**src/rtl/audio_envelope_vca.sv**
```systemverilog
// ADSR envelope generator with an 8-bit offset-binary VCA for a single voice.
// Latency: sample_o is registered one cycle after sample_i/env; env/state update on envelope ticks.
// Backpressure: none; a sample is consumed and produced every clock cycle.
module audio_envelope_vca #(
    parameter int TICK_DIV = 256
) (
    input  logic       clk_i,
    input  logic       rst_i,
    input  logic [7:0] sample_i,
    input  logic       gate_i,
    input  logic [7:0] attack_rate_i,
    input  logic [7:0] decay_rate_i,
    input  logic [7:0] sustain_level_i,
    input  logic [7:0] release_rate_i,
    output logic [7:0] sample_o,
    output logic [7:0] env_o,
    output logic [2:0] state_o,
    output logic       busy_o
);

    typedef enum logic [2:0] {
        ST_IDLE    = 3'd0,
        ST_ATTACK  = 3'd1,
        ST_DECAY   = 3'd2,
        ST_SUSTAIN = 3'd3,
        ST_RELEASE = 3'd4
    } env_state_t;

    localparam int              PW        = $clog2(TICK_DIV);
    localparam logic [PW-1:0]   PRESC_MAX = PW'(TICK_DIV - 1);

    // Registered state
    env_state_t      state_q;
    logic [7:0]      env_q;
    logic            gate_dly_q;
    logic [PW-1:0]   presc_q;
    logic [7:0]      sample_q;

    // Tick and gate edge detection
    logic            tick;
    logic            rise;
    logic            fall;
    logic            gated_state;

    // Envelope arithmetic, all one bit wider than the level so saturation is visible
    logic [8:0]         att_sum;
    logic               att_sat;
    logic signed [8:0]  dec_diff;
    logic               dec_hit;
    logic               rel_done;

    // VCA datapath: centred sample times envelope, carried at product width
    logic signed [16:0] vca_c;
    logic signed [16:0] vca_e;
    logic signed [16:0] vca_p;
    logic [7:0]         vca_nxt;

    assign tick = (presc_q == PRESC_MAX);
    assign rise = gate_i & ~gate_dly_q;
    assign fall = ~gate_i & gate_dly_q;

    // A release only makes sense from a note that is still sounding under the key.
    assign gated_state = (state_q == ST_ATTACK) || (state_q == ST_DECAY) ||
                         (state_q == ST_SUSTAIN);

    assign att_sum  = {1'b0, env_q} + {1'b0, attack_rate_i};
    assign att_sat  = (att_sum >= 9'd255);

    // Signed compare so a decay step that undershoots zero still lands on sustain.
    assign dec_diff = $signed({1'b0, env_q}) - $signed({1'b0, decay_rate_i});
    assign dec_hit  = (dec_diff <= $signed({1'b0, sustain_level_i}));

    assign rel_done = (env_q <= release_rate_i);

    // Offset-binary to two's complement is an MSB flip; sign-extend to product width.
    assign vca_c   = {{9{~sample_i[7]}}, ~sample_i[7], sample_i[6:0]};
    assign vca_e   = {9'b0, env_q};
    assign vca_p   = vca_c * vca_e;
    // Floor divide by 256, then back to offset-binary by flipping the MSB again.
    assign vca_nxt = 8'(vca_p >>> 8) ^ 8'h80;

    // Free-running envelope prescaler and gate delay for edge detection
    always_ff @(posedge clk_i) begin
        if (rst_i) begin
            presc_q    <= '0;
            gate_dly_q <= 1'b0;
        end else begin
            presc_q    <= tick ? '0 : presc_q + PW'(1);
            gate_dly_q <= gate_i;
        end
    end

    // ADSR state machine: gate edges take priority and suppress that cycle's tick update
    always_ff @(posedge clk_i) begin
        if (rst_i) begin
            state_q <= ST_IDLE;
            env_q   <= 8'd0;
        end else if (rise) begin
            // Retrigger keeps the current level to avoid a click.
            state_q <= ST_ATTACK;
        end else if (fall && gated_state) begin
            state_q <= ST_RELEASE;
        end else if (tick) begin
            case (state_q)
                ST_IDLE: begin
                    env_q <= 8'd0;
                end
                ST_ATTACK: begin
                    if (att_sat) begin
                        env_q   <= 8'd255;
                        state_q <= ST_DECAY;
                    end else begin
                        env_q   <= att_sum[7:0];
                    end
                end
                ST_DECAY: begin
                    if (dec_hit) begin
                        env_q   <= sustain_level_i;
                        state_q <= ST_SUSTAIN;
                    end else begin
                        env_q   <= dec_diff[7:0];
                    end
                end
                ST_SUSTAIN: begin
                    // Follows live sustain changes at tick resolution.
                    env_q <= sustain_level_i;
                end
                ST_RELEASE: begin
                    if (rel_done) begin
                        env_q   <= 8'd0;
                        state_q <= ST_IDLE;
                    end else begin
                        env_q   <= env_q - release_rate_i;
                    end
                end
                default: begin
                    // Unreachable encodings recover to silence.
                    env_q   <= 8'd0;
                    state_q <= ST_IDLE;
                end
            endcase
        end
    end

    // Registered VCA output, idles at mid-scale
    always_ff @(posedge clk_i) begin
        if (rst_i) begin
            sample_q <= 8'h80;
        end else begin
            sample_q <= vca_nxt;
        end
    end

    assign sample_o = sample_q;
    assign env_o    = env_q;
    assign state_o  = state_q;
    assign busy_o   = (state_q != ST_IDLE);

endmodule

```
**config.mk**
```make
export PLATFORM = sky130hd
export DESIGN_NAME = audio_envelope_vca
export DESIGN_NICKNAME = d
export VERILOG_FILES = /design/src/rtl/audio_envelope_vca.sv
export SDC_FILE = /design/constraint.sdc
export NUM_CORES = 1
export LEC_CHECK = 0
export ABC_AREA = 1
export CORE_ASPECT_RATIO = 0.8
export CORE_MARGIN = 1.5
export CORE_UTILIZATION = 59
export CTS_CLUSTER_DIAMETER = 80
export DETAILED_ROUTE_END_ITERATION = 10
export GPL_ROUTABILITY_DRIVEN = 0
export PLACE_DENSITY = 0.86
export SYNTH_ARGS = -nofsm -noshare
export SYNTH_HDL_FRONTEND = slang
export SYNTH_SLANG_ARGS = --single-unit
```
**constraint.sdc**
```tcl
create_clock -name clk_i -period 7.5 [get_ports clk_i]
set_input_delay 1.5 -clock clk_i [delete_from_list [all_inputs] [get_ports clk_i]]
set_output_delay 1.5 -clock clk_i [all_outputs]
set_load 0.005 [all_outputs]
```
# Word-level counts from Yosys, hierarchy flattened
# Cells that the tools add are included.
# totals
ff_bits,28
in_bits,43
word_cells,66
out_inout_bits,20
# classes
n_eq_ne,16
muxes,11
multipliers,1
bitwise,9
n_reduce_logical,15
add_sub_neg,4
n_lt_le_gt_ge,3
# op_table
cell,count
8-bit case mux with 4 select lines,1
8-bit 2-to-1 mux,3
8-bit by 9-bit multiplier with 16-bit output,1
3-bit 2-to-1 mux,5
5-bit AND reduction,3
3-bit case mux with 4 select lines,1
8-bit by 8-bit adder with 9-bit output,1
"9-bit by 8-bit >= comparator with 1-bit output, second input constant",1
9-bit <= comparator,1
8-bit by 8-bit subtractor with 9-bit output,1
"8-bit by 1-bit adder with 8-bit output, second input constant",1
"8-bit equality test, second input constant",1
8-bit <= comparator,1
"4-bit by 3-bit inequality test with 1-bit output, second input constant",2
8-bit subtractor,1
1-bit inverter,7
"3-bit by 2-bit equality test with 1-bit output, second input constant",2
"2-bit inequality test, second input constant",3
"3-bit by 2-bit inequality test with 1-bit output, second input constant",2
3-bit nonzero test,2
2-bit OR reduction,3
"4-bit inequality test, second input constant",1
"3-bit by 1-bit equality test with 1-bit output, second input constant",1
"3-bit equality test, second input constant",1
11 further kinds,13

# Depth between registers and ports, before layout
# Gate-level depths: netlist of run 1.
# logic_depth
word_depth,7
ltp_mapped,25
depth_no_buf,24

# Worst setup path after synthesis of run 1
# Ideal clock, no wire load.
# synth_path
kind,in2reg
startpoint,input sample_i[7]
endpoint,register sample_q[6] (netlist: sample_o[6])
t_required_ps,7387
arrival_ps,5205
slack_ps,2182
cell_stages,21
path_cell_list,clkbuf_1 or2_2 fa_1 fa_1 inv_1 fa_1 fa_1 ha_1 inv_1 o21ai_0 a31oi_1 nand2_1 nand2_1 nand2_1 nand2_1 nand2_1 nand2_1 nand2_1 nand2_1 nand2_1 nor2_1
# synth_between
elab_chain_cells,2
# synth_lines
item,line_no,rtl
"start, declared",9,"input logic [7:0] sample_i,"
1-bit inverter,76,"assign vca_c = {{9{~sample_i[7]}}, ~sample_i[7], sample_i[6:0]};"
8-bit by 9-bit multiplier with 16-bit output,78,assign vca_p = vca_c * vca_e;
"end signal, assigned",150,sample_q <= vca_nxt;
"end, declared",37,logic [7:0] sample_q;
# No other way between the ends.
# A chain may end at the register's enable or synchronous reset.

# Worst setup path after layout of run 1
# Ends and elaborated chain as after synthesis.

==> results of run 1 <==
-- cell usage after synthesis (all sizes together) --
cell      n  share of area [%]
inv     172                 13
nand2   191                 15
o22ai     3               0.38
fa       38                 15
ha       71                 18
clkbuf   14                1.1
nand4    11                1.4
nor2     48                4.2
a22oi     1               0.15
a31oi     2               0.25
o21ai    23                2.3
and3      2               0.25
nand3b    4               0.76
dfxtp    28                 11
o21bai    3               0.46
buf       3               0.41
nor3b     3               0.46
or2       6               0.76
a21o      1               0.15
xnor2     6                1.1
clkinv    1              0.076
xor2     10                1.8
a21oi    37                4.5
nor4      1               0.13
o211ai    7                1.4
a21boi    1               0.23
nand3    30                3.8
a41oi     1               0.18
nor3      6                1.0
-- power by group through the flow --
stage,clock [µW],combinational (µW),sequential (µW)
final,125,129,156
after global routing,132,144,157
after floorplan,0,76.4,160
after global placement,0,122,160
after CTS,127,128,156
after detailed placement,0,127,160
-- cells by family (layout without fill, tap and decap cells) --
group                      count (synthesis)  after routing
buffers and inverters                    190            239
AOI/OAI and AO/OA                         79             79
and+or+nand+nor                          302            302
xor gates and xnor gates                  16             16
DFF                                       28             28
adders and majority gates                109            109
-- state kept, by name (all words and copies together), names as in the netlist --
register and flops:
env_o 8, gate_dly_q 1, presc_q 8, sample_o 8, state_o 3
-- layer usage --
layer  wire, µm  GRT usage (%)
met5          0              0
met4        280           10.3
met3        848           5.30
met2       5830           50.2
met1       5250           35.6
-- through the flow --
| stage | setup WS [ns] | instances |
|---|---|---|
| floorplan | 2.18 | 724 |
| global placement | 1.50 | 877 |
| detailed placement | 1.38 | 877 |
| CTS | 1.69 | 881 |
| global route | 1.38 | 881 |
| finish | 1.65 | 881 |
-- final cells by class --
type	count	area (µm²)
Tap cell	108	135
Fill cell	630	2330
Clock buffer	3	41.3
Timing Repair Buffer	62	621
Inverter	173	649
Clock inverter	1	30.0
Multi-Input combinational cell	506	3650
Sequential cell	28	561
-- worst max-delay path, delay by kind of cell --
family	cells	cell delay, ns
AOI/OAI and AO/OA	2	0.29
and+or+nand+nor	11	1.17
buffers and inverters	3	0.71
adders and majority gates	5	2.37
-- worst paths after layout --
path / startpoint / endpoint / slack [ns] / depth (start not counted)
min reg2reg: presc_q[0] / presc_q[0] / 0.46 / 1
min: presc_q[0] / presc_q[0] / 0.46 / 1
max reg2reg: env_o[1] / sample_o[6] / 2.84 / 21
max: sample_i[7] / sample_o[6] / 1.65 / 21
==> metrics, run 1 <==
outcome=finished, final reports clean; Synth Area in XOR/XNOR=2.84%; Post-DRT Antenna Nets=0; sequential area share after synthesis=11.4%; # diodes=0; post-layout util=71.0%; CTS tree=built; final setup fails=0; post-synthesis mux area share=0%; Cell Int Power=284 µW; worst path cell trace=clkdlybuf4s50_1 -> or2_2 -> fa_1 -> fa_1 -> inv_1 -> fa_1 -> fa_1 -> ha_1 -> inv_1 -> o21ai_0 -> a31oi_1 -> nand2_1 -> nand2_1 -> nand2_1 -> nand2_1 -> nand2_1 -> nand2_1 -> nand2_1 -> nand2_1 -> nand2_1 -> nor2_1; Finished Cell Area=5690 µm²; VDD IR max=0.0000985 V; proportion of layout cells with a drive suffix above 1=6.73%; setup TNS=0 ns; GR Overflow Total=0; Starting Density=61.6%; most frequent cells in the layout=183 x nand2_1, 163 x inv_1, 71 x ha_1, 62 x clkdlybuf4s50_1, 44 x nor2_1; synth unique cells=47; post-synthesis instance area=4940 µm²; crit path max-delay cell type=clkdlybuf4s50_1; vias in the first global route=4786; CTS resizes=0; Synth Area in Compound Gates=10.0%; setup repair after global routing missed its margin=false; sw frac=30.8%; synth warn=0; DR pass1 iterations=5; Post-DP Area=5620 µm²; Hold Path Class=register to register; final wirelength=12200 µm; Hold Vio Cnt, Final=0; Yosys reg bits=28; LEAKAGE=0.00327 µW; std cell rows=29; CP endpoint kind=register; Worst-Margin Slew=0.771 ns; Final period util=78.0%; Max Fanout on Critical Path=10; simple-gate portion of the synthesized area=27.8%; DR WL/cell=13.9 µm; # port buffers=62; DRT iter0 DRCs=282; NetSw=126 µW; vias per cell=5.38; die area=8930 µm²; FMAX=0.171 GHz; post-synthesis adder-cell area fraction=33.4%; DR vias=4742; syn nets=876; slowest stage delay, CP=0.61 ns; Post CTS Setup Buffer Count=0; most common cell after layout, fill and taps aside=nand2_1; Worst Setup Path Type=input port to register; Die Ht=84.8 µm; startpoint class of the critical path=input port; CP most frequent cell=nand2_1; cts hold-fix bufs=0; # nets final=926; Worst slew margin=48.5%; I/O Pins=63; Req. time, crit path=7.70 ns; clock-pin slew on the worst setup and hold paths=0.11 ns; CTS Buf Count=3; htree depth=1; Reg power frac=38.1%; largest family of logic cells by synthesized area=adder cells; Syn Inst Count=724; total track usage=28.7%; DIE WIDTH=105 µm; clock root cell=clkbuf_8; CTS sink cnt=28; Avg Inst Size Synth=6.82 µm²; wire length of the first global-routing pass=20800 µm; initial antenna violation count=0; Slew Viols, Final=0; Maximum Capacitance Violations=0; DP HPWL=9830 µm; Tmin final=5.85 ns; clock buffer depth=2; Area growth, synth to finish=15.3%; Logic pwr share=31.5%; Total Power=411 µW; clk_lat worst skew=0.29 ns; WP data arrival=6.05 ns; Pwr Density=72.1 nW/µm²; Hold Slack=0.456 ns; clock skew=0.00758 ns; DRC Markers=0; clock network fraction of design power=30.4%; Core ar.=8020 µm²; largest net degree at the start of global routing=17
Note: power is estimated with default switching activity, not from simulation.
==> run 2, diff against run 1 <==
--- a/config.mk
+++ b/config.mk
@@ -8,11 +8,11 @@
 export ABC_AREA = 1
 export CORE_ASPECT_RATIO = 0.8
 export CORE_MARGIN = 1.5
-export CORE_UTILIZATION = 59
+export CORE_UTILIZATION = 58
 export CTS_CLUSTER_DIAMETER = 80
 export DETAILED_ROUTE_END_ITERATION = 10
 export GPL_ROUTABILITY_DRIVEN = 0
-export PLACE_DENSITY = 0.86
+export PLACE_DENSITY = 0.85
 export SYNTH_ARGS = -nofsm -noshare
 export SYNTH_HDL_FRONTEND = slang
 export SYNTH_SLANG_ARGS = --single-unit
==> constraint.sdc (replaced) <==
create_clock -name clk_i -period 5.7 [get_ports clk_i]
set_input_delay 1.14 -clock clk_i [delete_from_list [all_inputs] [get_ports clk_i]]
set_output_delay 1.14 -clock clk_i [all_outputs]
set_load 0.005 [all_outputs]
==> run 2 against run 1 <==
Die area increased by 1.7%. First-iteration DRC count increased by 12%. Critical path type unchanged. Global-route usage decreased by 0.38 points. Utilization decreased by 0.17 points. Wire length decreased by 1.2%. Clock skew decreased by 0.0047 ns. Register-to-register slack got worse by 1.7 ns.
==> metrics, run 2 (synthesis results as in run 1) <==
GR Overflow Total=0 (unchanged); Reg power frac=38.5% (+0.4 points); CP most frequent cell=nand2_1; I/O Pins=63 (unchanged); Worst Setup Path Type=input port to register; # nets final=931 (+0.54%); clock buffer depth=2 (unchanged); WP data arrival=5.53 ns (-0.52 ns); setup repair after global routing missed its margin=false; Hold Path Class=register to register; proportion of layout cells with a drive suffix above 1=7.33% (+0.60 points); DR pass1 iterations=5 (unchanged); Post-DRT Antenna Nets=0 (unchanged); Worst slew margin=54.5% (+6.1 points); initial antenna violation count=0 (unchanged); DRC Markers=0 (unchanged); Slew Viols, Final=0 (unchanged); final setup fails=0 (unchanged); Finished Cell Area=5730 µm² (+0.66%); setup ws final=0.358 ns (-1.29 ns); DIE WIDTH=106 µm (+0.84%); clock network fraction of design power=29.8% (-0.6 points); met1 Use GR=38.4% (+2.9 points); worst path cell trace=clkdlybuf4s50_1 -> nand2_1 -> inv_1 -> fa_1 -> fa_1 -> fa_1 -> inv_1 -> fa_1 -> inv_1 -> ha_1 -> nand2_1 -> nor3_1 -> nand2_1 -> nand2_1 -> nand2_1 -> nand2_1 -> nand2_1 -> nand2_1 -> nand2_1 -> nand2_1 -> nand2_1 -> nand2_1 -> nor2_1; sw frac=29.8% (-0.92 points); Cell Int Power=375 µW (+32%); htree depth=1 (unchanged); # diodes=0 (unchanged); Post-DP Area=5660 µm² (+0.67%); slowest stage delay, CP=0.63 ns (+0.02 ns); FMAX=0.187 GHz; clk_lat worst skew=0.28 ns (about the same); setup TNS=0 ns (unchanged); clock root cell=clkbuf_8; DR WL/cell=13.6 µm (-1.7%); Maximum Capacitance Violations=0 (unchanged); die area=9080 µm² (+1.7%); final wirelength=12100 µm (-1.2%); Area growth, synth to finish=16.0%; CTS Buf Count=3 (unchanged); Tmin final=5.34 ns; Critical path buffers and inverters=4 (+1); vias per cell=5.26 (-2.2%); Logic pwr share=31.7% (+0.2 points); std cell rows=29 (unchanged); vias in the first global route=4581 (-4.3%); Max Fanout on Critical Path=8 (-2); most common cell after layout, fill and taps aside=nand2_1; Final period util=93.7%; most frequent cells in the layout=183 x nand2_1, 163 x inv_1, 71 x ha_1, 62 x clkdlybuf4s50_1, 44 x nor2_1; startpoint class of the critical path=input port; outcome=finished, final reports clean; CTS resizes=0 (unchanged); CP endpoint kind=register; NetSw=160 µW (+26%); GR Util met3=4.79% (-0.51 points); dpl ws=0.117 ns (-1.26 ns); Starting Density=61.0% (-0.55 points); DR vias=4664 (-1.6%); DRT iter0 DRCs=315 (+12%); grt met2 use=47.7% (-2.5 points); Die Ht=85.5 µm (+0.83%); LEAKAGE=0.00330 µW (+0.79%); Hold Vio Cnt, Final=0 (unchanged); # port buffers=62 (unchanged); cell family contributing the most delay on the critical path=adder cells; largest net degree at the start of global routing=17 (unchanged); total track usage=28.3% (-0.38 points); CTS tree=built; CTS sink cnt=28 (unchanged); VDD IR max=0.000157 V (+59%); cts hold-fix bufs=0 (unchanged); Pwr Density=93.3 nW/µm² (+29%); Core ar.=8090 µm² (+0.90%); clock-pin slew on the worst setup and hold paths=0.10 ns (about the same); clock skew=0.00290 ns (-0.00468 ns); GRT busiest layer=met2; wire length of the first global-routing pass=20800 µm (-0.30%); crit path max-delay cell type=clkdlybuf4s50_1; Worst-Margin Slew=0.680 ns (-0.0909 ns); Post CTS Setup Buffer Count=0 (unchanged); DP HPWL=9990 µm (+1.7%); Req. time, crit path=5.89 ns (-1.81 ns)
[run 2: layout make-up]
class	instances	area (µm²)
clock inverters	1	30.0
repair buffers	67	658
fillers	666	2360
flip-flops and latches	28	561
inverters	173	649
well taps	108	135
multi-input cells	506	3650
clock buffers	3	41.3
[run 2: path summary, 6_finish.rpt]
path	startpoint	to	slack, ns	cells past startpoint
worst min register to register	presc_q[0]	presc_q[0]	0.46	1
worst max-delay path	sample_i[6]	sample_o[6]	0.36	23
worst min-delay path	presc_q[0]	presc_q[0]	0.46	1
worst max register to register	env_o[4]	sample_o[6]	1.13	22
[run 2: routing by layer]
| layer | share of wire [%] | vias up | routed length [µm] |
|---|---|---|---|
| met5 | 0 | - | 0 |
| met4 | 1.3 | 0 | 155 |
| met3 | 7.9 | 17 | 951 |
| met2 | 46 | 168 | 5520 |
| met1 | 45 | 2133 | 5440 |
| li1 | - | 2346 | - |
[run 2: power by group through the flow]
stage | clock network (µW) | registers (µW) | logic, µW
after floorplan | 0 | 210 | 100
after global placement | 0 | 210 | 161
after detailed placement | 0 | 210 | 166
after CTS | 163 | 206 | 168
after global routing | 172 | 206 | 190
final | 159 | 206 | 170
[run 2: stage by stage]
| step | cells | power [µW] | hold WS (ns) | util [%] |
|---|---|---|---|---|
| global route | 886 | 568 | 0.473 | 70.8 |
| global placement | 882 | 371 | 0.427 | 69.9 |
| detailed placement | 882 | 376 | 0.440 | 69.9 |
| finish | 886 | 535 | 0.457 | 70.8 |
| CTS | 886 | 536 | 0.459 | 70.8 |
| floorplan | 724 | 311 | 0.418 | - |
